**config.mk**
```make
export PLATFORM = sky130hd
export DESIGN_NAME = sdram_port_arbiter_flat
export DESIGN_NICKNAME = d
export VERILOG_FILES = /design/src/rtl/sdram_port_arbiter_pkg.sv /design/src/rtl/sdram_port_arbiter_if.sv /design/src/rtl/sdram_port_arbiter_tag_fifo.sv /design/src/rtl/sdram_port_arbiter.sv /design/src/flat_wrapper.sv
export SDC_FILE = /design/constraint.sdc
export NUM_CORES = 1
export LEC_CHECK = 0
export ABC_AREA = 0
export CAP_MARGIN = 25
export CORE_ASPECT_RATIO = 0.9
export CORE_UTILIZATION = 41
export CTS_CLUSTER_SIZE = 28
export DETAILED_ROUTE_END_ITERATION = 7
export GPL_TIMING_DRIVEN = 1
export PLACE_DENSITY = 0.95
export SLEW_MARGIN = 10
export SYNTH_ARGS = -nofsm -noshare
export SYNTH_HDL_FRONTEND = slang
export SYNTH_SLANG_ARGS = --single-unit
export TNS_END_PERCENT = 10
```
**constraint.sdc**
```tcl
create_clock -name clk_clk -period 4.8 [get_ports clk_clk]
set_input_delay 0.48 -clock clk_clk [delete_from_list [all_inputs] [get_ports clk_clk]]
set_output_delay 0.48 -clock clk_clk [all_outputs]
set_load 0.05 [all_outputs]
```
**src/rtl/sdram_port_arbiter_pkg.sv**
```systemverilog
`default_nettype none
// +--------------------------------------------------------------------------+
// | Package : arbiter_pkg                                                    |
// | Purpose : Shared types for the two-master SDRAM port arbiter: the grant  |
// |           FSM state encoding and the master IDs stored in the read-tag   |
// |           FIFO.                                                          |
// | Rev     : 1.0  initial release                                           |
// +--------------------------------------------------------------------------+
package arbiter_pkg;

  typedef enum logic [1:0] {
    IDLE   = 2'd0,
    GRANT0 = 2'd1,
    GRANT1 = 2'd2
  } arb_state_t;

  localparam logic M0 = 1'b0;  // VGA frame reader
  localparam logic M1 = 1'b1;  // exponent accelerator

endpackage
`default_nettype wire

```
**src/rtl/sdram_port_arbiter_if.sv**
```systemverilog
`default_nettype none
// +--------------------------------------------------------------------------+
// | Interface : sdram_port_arbiter_if                                        |
// | Purpose   : Avalon-MM style bundle for the arbiter: m0 (read-only VGA    |
// |             reader), m1 (read/write accelerator) and the SDRAM           |
// |             controller side (s_*).                                       |
// | Modports  : slave  - the arbiter itself (serves m0/m1, drives s_*)       |
// |             master - the environment (drives m0/m1, models the SDRAM)    |
// | Rev       : 1.0  initial release                                         |
// +--------------------------------------------------------------------------+
interface sdram_port_arbiter_if #(
  parameter int ADDR_W = 25,
  parameter int DATA_W = 16
);
  logic [ADDR_W-1:0]   m0_address;
  logic                m0_read;
  logic                m0_waitrequest;
  logic [DATA_W-1:0]   m0_readdata;
  logic                m0_readdatavalid;

  logic [ADDR_W-1:0]   m1_address;
  logic                m1_read;
  logic                m1_write;
  logic [DATA_W-1:0]   m1_writedata;
  logic [DATA_W/8-1:0] m1_byteenable;
  logic                m1_waitrequest;
  logic [DATA_W-1:0]   m1_readdata;
  logic                m1_readdatavalid;

  logic [ADDR_W-1:0]   s_address;
  logic                s_read;
  logic                s_write;
  logic [DATA_W-1:0]   s_writedata;
  logic [DATA_W/8-1:0] s_byteenable;
  logic                s_waitrequest;
  logic [DATA_W-1:0]   s_readdata;
  logic                s_readdatavalid;

  modport slave (
    input  m0_address, m0_read,
    output m0_waitrequest, m0_readdata, m0_readdatavalid,
    input  m1_address, m1_read, m1_write, m1_writedata, m1_byteenable,
    output m1_waitrequest, m1_readdata, m1_readdatavalid,
    output s_address, s_read, s_write, s_writedata, s_byteenable,
    input  s_waitrequest, s_readdata, s_readdatavalid
  );

  modport master (
    output m0_address, m0_read,
    input  m0_waitrequest, m0_readdata, m0_readdatavalid,
    output m1_address, m1_read, m1_write, m1_writedata, m1_byteenable,
    input  m1_waitrequest, m1_readdata, m1_readdatavalid,
    input  s_address, s_read, s_write, s_writedata, s_byteenable,
    output s_waitrequest, s_readdata, s_readdatavalid
  );

endinterface
`default_nettype wire

```
**src/rtl/sdram_port_arbiter_tag_fifo.sv**
```systemverilog
`default_nettype none
// +--------------------------------------------------------------------------+
// | Module  : arb_tag_fifo                                                   |
// | Purpose : Small FIFO of master IDs for reads in flight. Head is visible  |
// |           combinationally so a return can be steered in its own cycle.   |
// | Ports   : clk, rst_n (async, active-low), push/push_data, pop,           |
// |           head, empty, count                                             |
// | Rev     : 1.0  initial release                                           |
// +--------------------------------------------------------------------------+
module arb_tag_fifo #(
  parameter  int DEPTH = 8,
  parameter  int WIDTH = 1,
  localparam int PTR_W = (DEPTH > 1) ? $clog2(DEPTH) : 1,
  localparam int CNT_W = $clog2(DEPTH + 1)
) (
  input  logic             clk,
  input  logic             rst_n,
  input  logic             push,
  input  logic [WIDTH-1:0] push_data,
  input  logic             pop,
  output logic [WIDTH-1:0] head,
  output logic             empty,
  output logic [CNT_W-1:0] count
);

  logic [WIDTH-1:0] r_mem [DEPTH];
  logic [PTR_W-1:0] r_wr_ptr;
  logic [PTR_W-1:0] r_rd_ptr;
  logic [CNT_W-1:0] r_count;
  logic             w_do_push;
  logic             w_do_pop;

  // Pointers wrap explicitly so non-power-of-two depths work.
  function automatic logic [PTR_W-1:0] ptr_inc(input logic [PTR_W-1:0] p);
    return (p == PTR_W'(DEPTH - 1)) ? '0 : p + 1'b1;
  endfunction

  assign w_do_push = push && (r_count != CNT_W'(DEPTH));
  assign w_do_pop  = pop && (r_count != '0);
  assign head      = r_mem[r_rd_ptr];
  assign empty     = (r_count == '0);
  assign count     = r_count;

  always_ff @(posedge clk or negedge rst_n) begin
    if (!rst_n) begin
      r_wr_ptr <= '0;
      r_rd_ptr <= '0;
      r_count  <= '0;
    end else begin
      if (w_do_push) r_wr_ptr <= ptr_inc(r_wr_ptr);
      if (w_do_pop)  r_rd_ptr <= ptr_inc(r_rd_ptr);
      case ({w_do_push, w_do_pop})
        2'b10:   r_count <= r_count + 1'b1;
        2'b01:   r_count <= r_count - 1'b1;
        default: r_count <= r_count;
      endcase
    end
  end

  // Storage needs no reset: entries are only read while counted as valid.
  always_ff @(posedge clk) begin
    if (w_do_push) r_mem[r_wr_ptr] <= push_data;
  end

endmodule
`default_nettype wire

```
**src/rtl/sdram_port_arbiter.sv**
```systemverilog
`default_nettype none
// +--------------------------------------------------------------------------+
// | Module  : sdram_port_arbiter                                             |
// | Purpose : Shares one SDRAM controller port between m0 (VGA reader) and   |
// |           m1 (exponent accelerator). Grant FSM with burst limit and m1   |
// |           starvation guard; read returns steered by a tag FIFO.          |
// | Ports   : clk_clk, reset_reset_n (async, active-low),                    |
// |           bus (sdram_port_arbiter_if.slave: m0_*, m1_*, s_*)             |
// | Rev     : 1.0  initial release                                           |
// +--------------------------------------------------------------------------+
module sdram_port_arbiter
  import arbiter_pkg::*;
#(
  parameter int ADDR_W       = 25,
  parameter int DATA_W       = 16,
  parameter int MAX_PEND     = 8,
  parameter int BURST_MAX    = 16,
  parameter int STARVE_LIMIT = 64
) (
  input  logic                clk_clk,
  input  logic                reset_reset_n,
  sdram_port_arbiter_if.slave bus
);

  localparam int CNT_W    = $clog2(MAX_PEND + 1);
  localparam int BURST_W  = $clog2(BURST_MAX + 1);
  localparam int STARVE_W = $clog2(STARVE_LIMIT + 1);

  arb_state_t          r_state;
  logic [STARVE_W-1:0] r_starve;
  logic [BURST_W-1:0]  r_burst;
  logic                r_yield1;

  logic                w_m0_req, w_m1_req, w_m1_rd;
  logic                w_room, w_acc0, w_acc1, w_acc, w_push, w_pop;
  logic                w_head, w_empty;
  logic [CNT_W-1:0]    w_count;
  logic [BURST_W:0]    w_burst_next;
  logic                w_burst_done, w_starved, w_idle_to_g1;

  assign w_m0_req = bus.m0_read;
  assign w_m1_req = bus.m1_read | bus.m1_write;
  // A simultaneous m1 read+write is treated as a write so s_read/s_write never overlap.
  assign w_m1_rd  = bus.m1_read & ~bus.m1_write;
  assign w_room   = (w_count < CNT_W'(MAX_PEND));

  assign w_acc0 = (r_state == GRANT0) && bus.m0_read && !bus.s_waitrequest && w_room;
  assign w_acc1 = (r_state == GRANT1) && !bus.s_waitrequest &&
                  (bus.m1_write || (w_m1_rd && w_room));
  assign w_acc  = w_acc0 | w_acc1;
  assign w_push = w_acc0 | (w_acc1 & w_m1_rd);
  assign w_pop  = bus.s_readdatavalid & ~w_empty;

  assign bus.m0_waitrequest   = ~w_acc0;
  assign bus.m1_waitrequest   = ~w_acc1;
  assign bus.m0_readdata      = bus.s_readdata;
  assign bus.m1_readdata      = bus.s_readdata;
  assign bus.m0_readdatavalid = w_pop & (w_head == M0);
  assign bus.m1_readdatavalid = w_pop & (w_head == M1);

  assign w_burst_next = {1'b0, r_burst} + {{BURST_W{1'b0}}, w_acc};
  assign w_burst_done = (w_burst_next >= (BURST_W + 1)'(BURST_MAX));
  assign w_starved    = (r_starve == STARVE_W'(STARVE_LIMIT));
  // r_yield1 hands m1 the next grant after m0 was cut off by the burst
  // limit; otherwise m0's default priority would immediately re-win.
  assign w_idle_to_g1 = w_m1_req && (w_starved || r_yield1 || !w_m0_req);

  // Slave-side command is a combinational mirror of the granted master.
  always_comb begin
    bus.s_address    = '0;
    bus.s_read       = 1'b0;
    bus.s_write      = 1'b0;
    bus.s_writedata  = '0;
    bus.s_byteenable = '0;
    case (r_state)
      GRANT0: begin
        bus.s_address    = bus.m0_address;
        bus.s_read       = bus.m0_read & w_room;
        bus.s_byteenable = '1;
      end
      GRANT1: begin
        bus.s_address    = bus.m1_address;
        bus.s_read       = w_m1_rd & w_room;
        bus.s_write      = bus.m1_write;
        bus.s_writedata  = bus.m1_writedata;
        bus.s_byteenable = bus.m1_byteenable;
      end
      default: ;
    endcase
  end

  always_ff @(posedge clk_clk or negedge reset_reset_n) begin
    if (!reset_reset_n) begin
      r_state  <= IDLE;
      r_starve <= '0;
      r_burst  <= '0;
      r_yield1 <= 1'b0;
    end else begin
      if (r_state == IDLE && w_idle_to_g1)
        r_starve <= '0;
      else if (w_m1_req && r_state != GRANT1 && !w_starved)
        r_starve <= r_starve + 1'b1;

      case (r_state)
        IDLE: begin
          r_burst  <= '0;
          r_yield1 <= 1'b0;
          if (w_idle_to_g1)  r_state <= GRANT1;
          else if (w_m0_req) r_state <= GRANT0;
        end
        GRANT0: begin
          r_burst <= w_burst_done ? BURST_W'(BURST_MAX) : w_burst_next[BURST_W-1:0];
          if (!w_m0_req || (w_burst_done && w_m1_req)) begin
            r_state  <= IDLE;
            r_yield1 <= w_burst_done && w_m1_req;
          end
        end
        GRANT1: begin
          r_burst <= w_burst_done ? BURST_W'(BURST_MAX) : w_burst_next[BURST_W-1:0];
          if (!w_m1_req || (w_burst_done && w_m0_req)) r_state <= IDLE;
        end
        default: r_state <= IDLE;
      endcase
    end
  end

  arb_tag_fifo #(
    .DEPTH (MAX_PEND),
    .WIDTH (1)
  ) u_tag_fifo (
    .clk       (clk_clk),
    .rst_n     (reset_reset_n),
    .push      (w_push),
    .push_data (r_state == GRANT1 ? M1 : M0),
    .pop       (w_pop),
    .head      (w_head),
    .empty     (w_empty),
    .count     (w_count)
  );

endmodule
`default_nettype wire
```
**src/flat_wrapper.sv**
```systemverilog
// flat-port wrapper written by rule: the top's interface ports become plain ports
module sdram_port_arbiter_flat import arbiter_pkg::*;
#(
  parameter int ADDR_W       = 25,
  parameter int DATA_W       = 16,
  parameter int MAX_PEND     = 8,
  parameter int BURST_MAX    = 16,
  parameter int STARVE_LIMIT = 64
)
  (clk_clk, reset_reset_n, bus_m0_address, bus_m0_read, bus_m0_waitrequest, bus_m0_readdata, bus_m0_readdatavalid, bus_m1_address, bus_m1_read, bus_m1_write, bus_m1_writedata, bus_m1_byteenable, bus_m1_waitrequest, bus_m1_readdata, bus_m1_readdatavalid, bus_s_address, bus_s_read, bus_s_write, bus_s_writedata, bus_s_byteenable, bus_s_waitrequest, bus_s_readdata, bus_s_readdatavalid);
  sdram_port_arbiter_if #(.ADDR_W(ADDR_W), .DATA_W(DATA_W)) bus_i ();
  input  logic clk_clk;
  input  logic reset_reset_n;
  input wire logic [$bits(bus_i.m0_address)-1:0] bus_m0_address;
  input wire logic [$bits(bus_i.m0_read)-1:0] bus_m0_read;
  output wire logic [$bits(bus_i.m0_waitrequest)-1:0] bus_m0_waitrequest;
  output wire logic [$bits(bus_i.m0_readdata)-1:0] bus_m0_readdata;
  output wire logic [$bits(bus_i.m0_readdatavalid)-1:0] bus_m0_readdatavalid;
  input wire logic [$bits(bus_i.m1_address)-1:0] bus_m1_address;
  input wire logic [$bits(bus_i.m1_read)-1:0] bus_m1_read;
  input wire logic [$bits(bus_i.m1_write)-1:0] bus_m1_write;
  input wire logic [$bits(bus_i.m1_writedata)-1:0] bus_m1_writedata;
  input wire logic [$bits(bus_i.m1_byteenable)-1:0] bus_m1_byteenable;
  output wire logic [$bits(bus_i.m1_waitrequest)-1:0] bus_m1_waitrequest;
  output wire logic [$bits(bus_i.m1_readdata)-1:0] bus_m1_readdata;
  output wire logic [$bits(bus_i.m1_readdatavalid)-1:0] bus_m1_readdatavalid;
  output wire logic [$bits(bus_i.s_address)-1:0] bus_s_address;
  output wire logic [$bits(bus_i.s_read)-1:0] bus_s_read;
  output wire logic [$bits(bus_i.s_write)-1:0] bus_s_write;
  output wire logic [$bits(bus_i.s_writedata)-1:0] bus_s_writedata;
  output wire logic [$bits(bus_i.s_byteenable)-1:0] bus_s_byteenable;
  input wire logic [$bits(bus_i.s_waitrequest)-1:0] bus_s_waitrequest;
  input wire logic [$bits(bus_i.s_readdata)-1:0] bus_s_readdata;
  input wire logic [$bits(bus_i.s_readdatavalid)-1:0] bus_s_readdatavalid;
  assign bus_i.m0_address = bus_m0_address;
  assign bus_i.m0_read = bus_m0_read;
  assign bus_m0_waitrequest = bus_i.m0_waitrequest;
  assign bus_m0_readdata = bus_i.m0_readdata;
  assign bus_m0_readdatavalid = bus_i.m0_readdatavalid;
  assign bus_i.m1_address = bus_m1_address;
  assign bus_i.m1_read = bus_m1_read;
  assign bus_i.m1_write = bus_m1_write;
  assign bus_i.m1_writedata = bus_m1_writedata;
  assign bus_i.m1_byteenable = bus_m1_byteenable;
  assign bus_m1_waitrequest = bus_i.m1_waitrequest;
  assign bus_m1_readdata = bus_i.m1_readdata;
  assign bus_m1_readdatavalid = bus_i.m1_readdatavalid;
  assign bus_s_address = bus_i.s_address;
  assign bus_s_read = bus_i.s_read;
  assign bus_s_write = bus_i.s_write;
  assign bus_s_writedata = bus_i.s_writedata;
  assign bus_s_byteenable = bus_i.s_byteenable;
  assign bus_i.s_waitrequest = bus_s_waitrequest;
  assign bus_i.s_readdata = bus_s_readdata;
  assign bus_i.s_readdatavalid = bus_s_readdatavalid;
  sdram_port_arbiter #(.ADDR_W(ADDR_W), .DATA_W(DATA_W), .MAX_PEND(MAX_PEND), .BURST_MAX(BURST_MAX), .STARVE_LIMIT(STARVE_LIMIT)) u_core (.clk_clk(clk_clk), .reset_reset_n(reset_reset_n), .bus(bus_i));
endmodule
```
### After elaboration in Yosys (flattened, before gate mapping)

Memories as Yosys holds them, arrays and structs flattened.
Cells that the tools add are included.

| storage, ports and cells | value |
|---|---|
| register bits after elaboration | 25 |
| bits in writable memories | 8 |
| output and inout port bits | 81 |
| logic and storage cells | 98 |
| memories | 1 |

Memories:

| name | depth | width | read ports | clocked after Yosys merged registers in | write ports | line | source |
|---|---|---|---|---|---|---|---|
| u_core.u_tag_fifo.r_mem | 8 | 1 | 1 | 0 | 1 | sdram_port_arbiter_tag_fifo.sv:26 | `logic [WIDTH-1:0] r_mem [DEPTH];` |

| operators by class | value |
|---|---|
| add/sub/neg operators | 6 |
| magnitude comparators | 2 |
| eq/ne operators | 12 |
| muxes and demuxes | 22 |
| bitwise gates (word level) | 15 |
| reductions and logical operators | 33 |

Operators by type and width:

| cell | count |
|---|---|
| $pmux W25 S2 | 1 |
| $mux W16 | 1 |
| $logic_and A1 B1 Y1 | 14 |
| $mux W7 | 2 |
| $pmux W5 S2 | 1 |
| $mux W2 | 4 |
| $pmux W4 S2 | 1 |
| $reduce_bool A2 Y1 | 4 |
| $add A7 B1 Y7 const B | 1 |
| $and A1 B1 Y1 | 7 |
| $eq A7 B7 Y1 const B | 1 |
| $add A3 B1 Y3 const B | 2 |
| $add A5 B1 Y6 | 1 |
| $eq A3 B3 Y1 const B | 2 |
| $ge A6 B5 Y1 const B | 1 |
| $mux W3 | 2 |
| $pmux W2 S3 | 1 |
| $logic_or A1 B1 Y1 | 5 |
| $mux W1 | 5 |
| $mux W5 | 1 |
| $not A1 Y1 | 5 |
| $add A4 B1 Y4 const B | 1 |
| $eq A2 B1 Y1 const B | 2 |
| $eq A2 B2 Y1 const B | 2 |
| other kinds (16) | 23 |

### Depth between registers and ports, before layout

Gate-level depths: netlist of the first run.

| depth | value |
|---|---|
| depth in word-level cells | 12 |
| mapped depth | 11 |
| depth with buffers taken out | 11 |

### Modules after synthesis

Synthesis of the first run repeated with hierarchy kept, for this count alone.

| second synthesis, totals | value |
|---|---|
| cells, all modules | 298 |
| area total of the unflattened synthesis | 2,742.6 um2 |

Modules (own cells, without submodules):

| module | times used | cells an instance | area an instance (um2) | seq. area each (um2) |
|---|---|---|---|---|
| sdram_port_arbiter | 1 | 220 | 1,734.2 | 375.4 |
| arb_tag_fifo | 1 | 78 | 1,008.5 | 490.5 |

### Least setup slack after synthesis of the first run

Ideal clock, no wire load.

| path | value |
|---|---|
| path kind | reg2out |
| start | reg u_core.r_state[0] |
| end | out bus_s_read |
| arrival time | 2.571 ns |
| slack | 1.749 ns |
| stages on the path, launching flop included | 7 |
| buffers on the path | 2 |
| cells stage by stage | dfrtp_1 -> inv_1 -> ha_1 -> dlygate4sd1_1 -> buf_2 -> mux2i_1 -> nor3b_1 |

| between the ends | value |
|---|---|
| cells in the longest elaborated chain, start to end | 2 |

RTL lines:

| what | line | source |
|---|---|---|
| from (decl) | sdram_port_arbiter.sv:29 | `arb_state_t r_state;` |
| from (signal assigned) | sdram_port_arbiter.sv:94 | `r_state <= IDLE;` |
| from (signal assigned) | sdram_port_arbiter.sv:108 | `if (w_idle_to_g1) r_state <= GRANT1;` |
| from (signal assigned) | sdram_port_arbiter.sv:109 | `else if (w_m0_req) r_state <= GRANT0;` |
| $eq A2 B2 Y1 / $eq A2 B1 Y1 (equally long branches) | sdram_port_arbiter.sv:75 | `case (r_state)` |
| $pmux W1 S2 (*) | sdram_port_arbiter.sv:75 |  |
| to (decl) | flat_wrapper.sv:28 | `output wire logic [$bits(bus_i.s_read)-1:0] bus_s_read;` |

Mark *: on every way between the ends. The rest lies on a longest branch, timed or not.

### Worst setup path in the final report of the first run

Same ends and word-level chain as after synthesis.

==> results of run 1 <==
power breakdown:
part | internal (mW) | total, mW | switching [mW]
combinational | 0.639 | 1.61 | 0.974
clock | 0.153 | 0.259 | 0.106
sequential | 0.368 | 0.476 | 0.107
total | 1.16 | 2.35 | 1.19
how the worst max path moves through the flow:
stage	to	slack (ns)	cells past startpoint
detailed placement	u_core.u_tag_fifo.count[3]	1.63	9
floorplan	bus_s_read	1.75	6
finish	bus_s_read	1.47	4
global placement	u_core.u_tag_fifo.count[3]	1.80	9
CTS	bus_s_read	1.42	4
global route	bus_s_read	1.28	4
final cells by class:
class	count	area, µm²	share of cell area [%]
multi-input combinational	206	1550	39.2
clock inverter	3	41.3	1.04
timing repair buffer	126	1260	31.9
tap	90	113	2.85
clock buffer	5	68.8	1.74
inverter	14	52.6	1.33
sequential	33	866	21.9
worst max-delay path, stage by stage (launching register included):
cell	delay (ns)
dfrtp_1	0.39
inv_1	0.10
ha_1	0.88
nor3b_1	0.33
clkdlybuf4s50_1	0.86
flip-flops by register name, indices dropped and copies added, names as in the netlist:
name,count
u_core.r_burst,5
u_core.r_starve,7
u_core.r_state,2
u_core.r_yield1,1
u_core.u_tag_fifo.count,4
u_core.u_tag_fifo.r_mem,8
u_core.u_tag_fifo.r_rd_ptr,3
u_core.u_tag_fifo.r_wr_ptr,3
stage by stage:
step                util (%)  power (mW)  instance area (µm²)
floorplan                  -        1.67                 2770
global placement        58.4        2.02                 3830
detailed placement      58.7        2.09                 3840
CTS                     60.3        2.36                 3950
global route            60.3        2.49                 3950
finish                  60.3        2.35                 3950
kinds of logic after synthesis:
| group | after synthesis |
|---|---|
| multiplexers | 12 |
| flip-flops | 33 |
| AO/OA/AOI/OAI | 57 |
| adder cells (fa/ha/maj) | 16 |
| XOR/XNOR | 8 |
| AND/OR/NAND/NOR | 113 |
| buffers and inverters | 61 |
per-layer routing:
layer | track usage, % | vias to the layer above | wire length, µm
met3 | 4.34 | 19 | 358
li1 | - | 1182 | -
met2 | 37.7 | 65 | 4150
met4 | 8.71 | 0 | 177
met5 | 0 | - | 0
met1 | 24.9 | 1189 | 3010
layout by cell type, fill, tap and decap left out, types with 6 or more instances in the layout:
cell | synthesis | final
nand2_1 | 14 | 14
inv_1 | 11 | 11
ha_1 | 15 | 14
mux2i_1 | 6 | 6
a21oi_1 | 6 | 6
a22oi_1 | 25 | 25
nor2b_1 | 29 | 29
dfrtp_1 | 25 | 25
clkdlybuf4s50_1 | 0 | 123
and2_1 | 18 | 18
nor2_1 | 19 | 19
edfxtp_1 | 8 | 8
==> flow_metrics.py, run 1 <==
metrics = {
    "cts": {
        "clockBufferDepth": 2,
        "clk_pin_slew_ns": 0.07,
        "post-cts-setup-buffer-count": 0,
        "tritoncts.num_buffers": 5,
        "cts_repair_resize_count": 0,
        "clock_insertion_delay_at_the_later_pin_of_the_skew_report_ns": 0.29,
        "cts_tree": "built",
        "clock_sink_count": 33,
        "hold_buffers": 0,
        "cts-htree-levels": 2,
        "cts_root_buf": "clkbuf_8",
    },
    "yosys": {
        "yosysWarningCount": 0,
        "share_of_synthesized_flip_flops_with_an_asynchronous_set_or_reset_pct": 75.8,
        "yosys.area_share.simple_pct": 24.1,
        "synth_top_cells_by_count": "buf_4, nor2b_1, a22oi_1, dfrtp_1, nor2_1",
        "syn-cell-area_mm2": 0.00277,
        "area_share_of_fa_ha_maj_cells_after_synthesis_pct": 7.49,
        "synth-compound-area-share_pct": 15.9,
        "ys_seq_area_share_pct": 31.2,
        "synth.area.mux_share_pct": 5.82,
        "yosys.area_share.xor_xnor_pct": 2.53,
        "dominantRegCellSynth": "dfrtp_1",
        "synth-edff-count": 8,
        "synth_most_common_cell": "buf_4",
        "synth_nets": 407,
        "synthDominantCellAreaShare_pct": 22.6,
        "netlist.top_cell.by_area": "dfrtp_1",
        "synthesis.instances": 300,
        "avgSynthCellArea_um2": 9.24,
        "yosys.cell_types.count": 55,
        "dominant_combinational_cell_family_by_area_after_synthesis": "simple AND/OR/NAND/NOR gates",
        "top_post_synthesis_cells_by_area": "dfrtp_1, buf_4, edfxtp_1",
        "ys_seq_elements": 33,
    },
    "timing": {
        "max_slew_headroom_pct": 40.9,
        "final.hold.worst_slack_ns": 0.476,
        "final_cycle_share_pct": 69.5,
        "unrepaired_setup_endpoints_after_global_routing": "false",
        "min_period_ns": 3.33,
        "final-setup-viol-count": 0,
        "setup_total_negative_slack_ns": 0,
        "worstMarginPinSlew_ns": 0.886,
        "report.final.slew_viol_count": 0,
        "max_clock_freq_mhz": 300,
        "hold_violations": 0,
        "finalWorstSetupSlack_ns": 1.47,
        "clock_skew_ns": 0.00756,
    },
    "critical_path": {
        "r2r-start": "u_core.r_state[0]",
        "cp_max_fo": 34,
        "setup.worst_path.start_class": "register",
        "path_class": "register to output port",
        "reg2regPathDepth": 10,
        "setup.reg_to_reg.worst_slack_ns": 1.83,
        "critPathCaptureType": "output port",
        "r2r_end": "u_core.u_tag_fifo.count[3]",
        "arrival_ns": 2.85,
        "required_ns": 4.32,
        "worst_setup_path_startpoint": "u_core.r_state[0]",
    },
    "layout": {
        "synth_to_final_area_change_pct": 42.6,
        "fillCellCount": 558,
        "layout-drive-gt1-share_pct": 7.49,
        "ant_diodes": 0,
        "finalNonFillerCells": 477,
        "design.final.nets": 493,
    },
    "status": {
        "run_status": "finished clean",
    },
    "floorplanning": {
        "die_w_um": 88.7,
        "site_row_count": 28,
        "core-area_mm2": 0.00655,
        "boundaryPins": 172,
        "starting_utilization_of_the_core_area_pct": 42.3,
        "die_boundary_height_um": 80.0,
        "die_area_mm2": 0.00710,
    },
    "power": {
        "p_leak_nw": 1.55,
        "p_per_area_mw_per_mm2": 594,
        "worst_ir_drop_vdd_mv": 0.351,
    },
    "grt": {
        "grt_pass1_vias": 2372,
        "largest_net_degree_at_the_start_of_global_routing": 57,
        "grt_first_pass_wirelength_um": 11400,
        "grt_overflow": 0,
        "grt_util_all_layers_pct": 21.3,
        "grt_antenna_before_repair": 0,
    },
    "placement": {
        "post-place-ws_ns": 1.63,
        "port-buffer-count": 123,
        "placedCellCount": 469,
        "post-dp-hpwl_um": 6080,
        "gp_congestion": 0.753,
    },
    "run": {
        "max-cap-violations": 0,
    },
    "detailed_routing": {
        "first_pass_iters": 5,
        "wire_per_inst_um": 16.1,
        "wl_um": 7700,
        "post-route-drc-count": 0,
        "initialDrtViolationCount": 106,
        "route.antenna.remaining_nets": 0,
        "routed_via_density": 5.15,
        "route.vias.total": 2455,
    },
    "worst_hold_path": {
        "min-delay-path-class": "primary input to asynchronous set/reset pin",
    },
}
(Power assumes the default switching activity.)
==> inputs of run 2 (changes only) <==
Settings changed: CORE_UTILIZATION 41 to 34, PLACE_DENSITY 0.95 to 0.87.
Clock period 4.8 ns to 2.8 ns, I/O delays scaled along.
==> run 2 against run 1 <==
Register-to-register slack got worse by 1.6 ns. Total power increased by 81%. Critical path type is now register to register. Non-clock buffer count rose by 8. Sequential power is 70% higher.
==> flow_metrics.py, run 2 (synthesized netlist as in run 1, its figures left out) <==
metrics = {
    "critical_path": {
        "setup.worst_path.start_class": "register",
        "path_delay_family": "compound AO/OA/AOI/OAI gates",
        "cp_max_fo": 4,
        "critical-path-top-cell-by-count": "ha_1",
        "crit_buf_inv": 1,
        "worst_path_max_delay_cell": "dfrtp_1",
        "path_class": "register to register",
        "cp_slowest_stage_delay_ns": 0.41,
        "crit_chain": "inv_1 -> ha_2 -> or2b_1 -> o21bai_4 -> nand2_1 -> ha_1 -> ha_1 -> a31oi_1 -> a211oi_2 -> o32ai_2 -> mux2_1",
        "critPathCaptureType": "register",
        "required_ns": 2.97,
        "arrival_ns": 2.76,
    },
    "layout": {
        "ant_diodes": 0,
        "biggestRegsByFlops": "u_core.u_tag_fifo.r_mem x8, u_core.r_starve x7, u_core.r_burst x5",
        "layout_common_cells": "clkdlybuf4s50_1, buf_4, nor2b_1",
        "largest_reg_flops": 8,
        "design.final.nets": 501,
        "mostFrequentLayoutCell": "clkdlybuf4s50_1",
        "final_design_area_no_fill_mm2": 0.00415,
        "synth_to_final_area_change_pct": 49.6,
        "fillCellCount": 703,
        "largest-register": "u_core.u_tag_fifo.r_mem",
        "layout-drive-gt1-share_pct": 22.3,
        "finalNonFillerCells": 491,
    },
    "timing": {
        "clock_skew_ns": 0.00223,
        "final-setup-viol-count": 0,
        "hold_violations": 0,
        "final.hold.worst_slack_ns": 0.361,
        "final_cycle_share_pct": 92.8,
        "unrepaired_setup_endpoints_after_global_routing": "false",
        "max_clock_freq_mhz": 385,
        "setup_total_negative_slack_ns": 0,
        "worstMarginPinSlew_ns": 0.521,
        "report.final.slew_viol_count": 0,
        "min_period_ns": 2.60,
        "max_slew_headroom_pct": 65.2,
    },
    "grt": {
        "grt_first_pass_wirelength_um": 12000,
        "grt_util_all_layers_pct": 17.5,
        "grt_antenna_before_repair": 0,
        "grt_pass1_vias": 2416,
        "grt_overflow": 0,
        "largest_net_degree_at_the_start_of_global_routing": 57,
    },
    "cts": {
        "clock_insertion_delay_at_the_later_pin_of_the_skew_report_ns": 0.28,
        "cts-htree-levels": 2,
        "post-cts-setup-buffer-count": 0,
        "clk_pin_slew_ns": 0.07,
        "clockBufferDepth": 2,
        "clock_sink_count": 33,
        "tritoncts.num_buffers": 5,
        "cts_root_buf": "clkbuf_8",
        "hold_buffers": 0,
        "cts_tree": "built",
    },
    "floorplanning": {
        "core-area_mm2": 0.00773,
        "die_w_um": 97.2,
        "site_row_count": 30,
        "die_area_mm2": 0.00852,
        "starting_utilization_of_the_core_area_pct": 35.9,
        "die_boundary_height_um": 87.7,
        "boundaryPins": 172,
    },
    "placement": {
        "placedInstanceArea_mm2": 0.00402,
        "gp_congestion": 0.790,
        "post-dp-hpwl_um": 6190,
        "port-buffer-count": 123,
        "placedCellCount": 483,
    },
    "power": {
        "p_leak_nw": 1.75,
        "p_per_area_mw_per_mm2": 1030,
        "worst_ir_drop_vdd_mv": 0.529,
    },
    "detailed_routing": {
        "wire_per_inst_um": 15.9,
        "post-route-drc-count": 0,
        "first_pass_iters": 5,
        "initialDrtViolationCount": 88,
        "routed_via_density": 4.99,
        "route.antenna.remaining_nets": 0,
        "wl_um": 7800,
        "route.vias.total": 2448,
    },
    "worst_hold_path": {
        "min-delay-path-class": "primary input to asynchronous set/reset pin",
    },
    "run": {
        "max-cap-violations": 0,
    },
    "status": {
        "run_status": "finished clean",
    },
}
[run 2: worst paths after layout]
check / start / end / slack [ns] / cells past startpoint
min: reset_reset_n / u_core.u_tag_fifo.count[1] / 0.36 / 2
max reg2reg: u_core.r_state[0] / u_core.r_state[1] / 0.20 / 11
min in group clk_clk: u_core.r_burst[0] / u_core.r_burst[0] / 0.51 / 2
max: u_core.r_state[0] / u_core.r_state[1] / 0.20 / 11
min reg2reg: u_core.r_burst[0] / u_core.r_burst[0] / 0.51 / 2
max in group asynchronous: reset_reset_n / u_core.r_starve[6] / 2.19 / 2
[run 2: power by group]
group	switching, mW	total [mW]	internal [mW]
clock network	0.176	0.438	0.263
registers	0.180	0.811	0.632
logic	1.73	3.01	1.28
total	2.09	4.26	2.17
[run 2: stage by stage]
step           worst slack, ns  power [mW]  utilization [%]
3_5_place_dp            0.0165        3.81             52.0
5_1_grt                 0.0125        4.51             53.7
2_1_floorplan          -0.0507        2.88                -
6_report                 0.200        4.26             53.7
3_3_place_gp             0.116        3.72             52.0
4_1_cts                 0.0412        4.26             53.4
[run 2: timing repair]
action | CTS | global route
hold endpoints to repair | 0 | 0
setup endpoints to repair | 0 | 3
resized for setup | 0 | 5
[run 2: metal layers]
metal / track usage [%] / wire (µm) / vias to the layer above
met5: 0 / 0 / -
met4: 4.34 / 54 / 0
met3: 4.31 / 368 / 8
met2: 32.1 / 4270 / 72
met1: 20.8 / 3110 / 1171
li1: - / - / 1197
[run 2: cell type report]
cell class	count	area (µm²)	share of cell area, %
Multi-Input combinational cell	206	1580	38.1
Clock inverter	2	33.8	0.814
Tap cell	96	120	2.90
Sequential cell	33	866	20.9
Timing Repair Buffer	134	1420	34.3
Clock buffer	6	72.6	1.75
Inverter	14	52.6	1.27
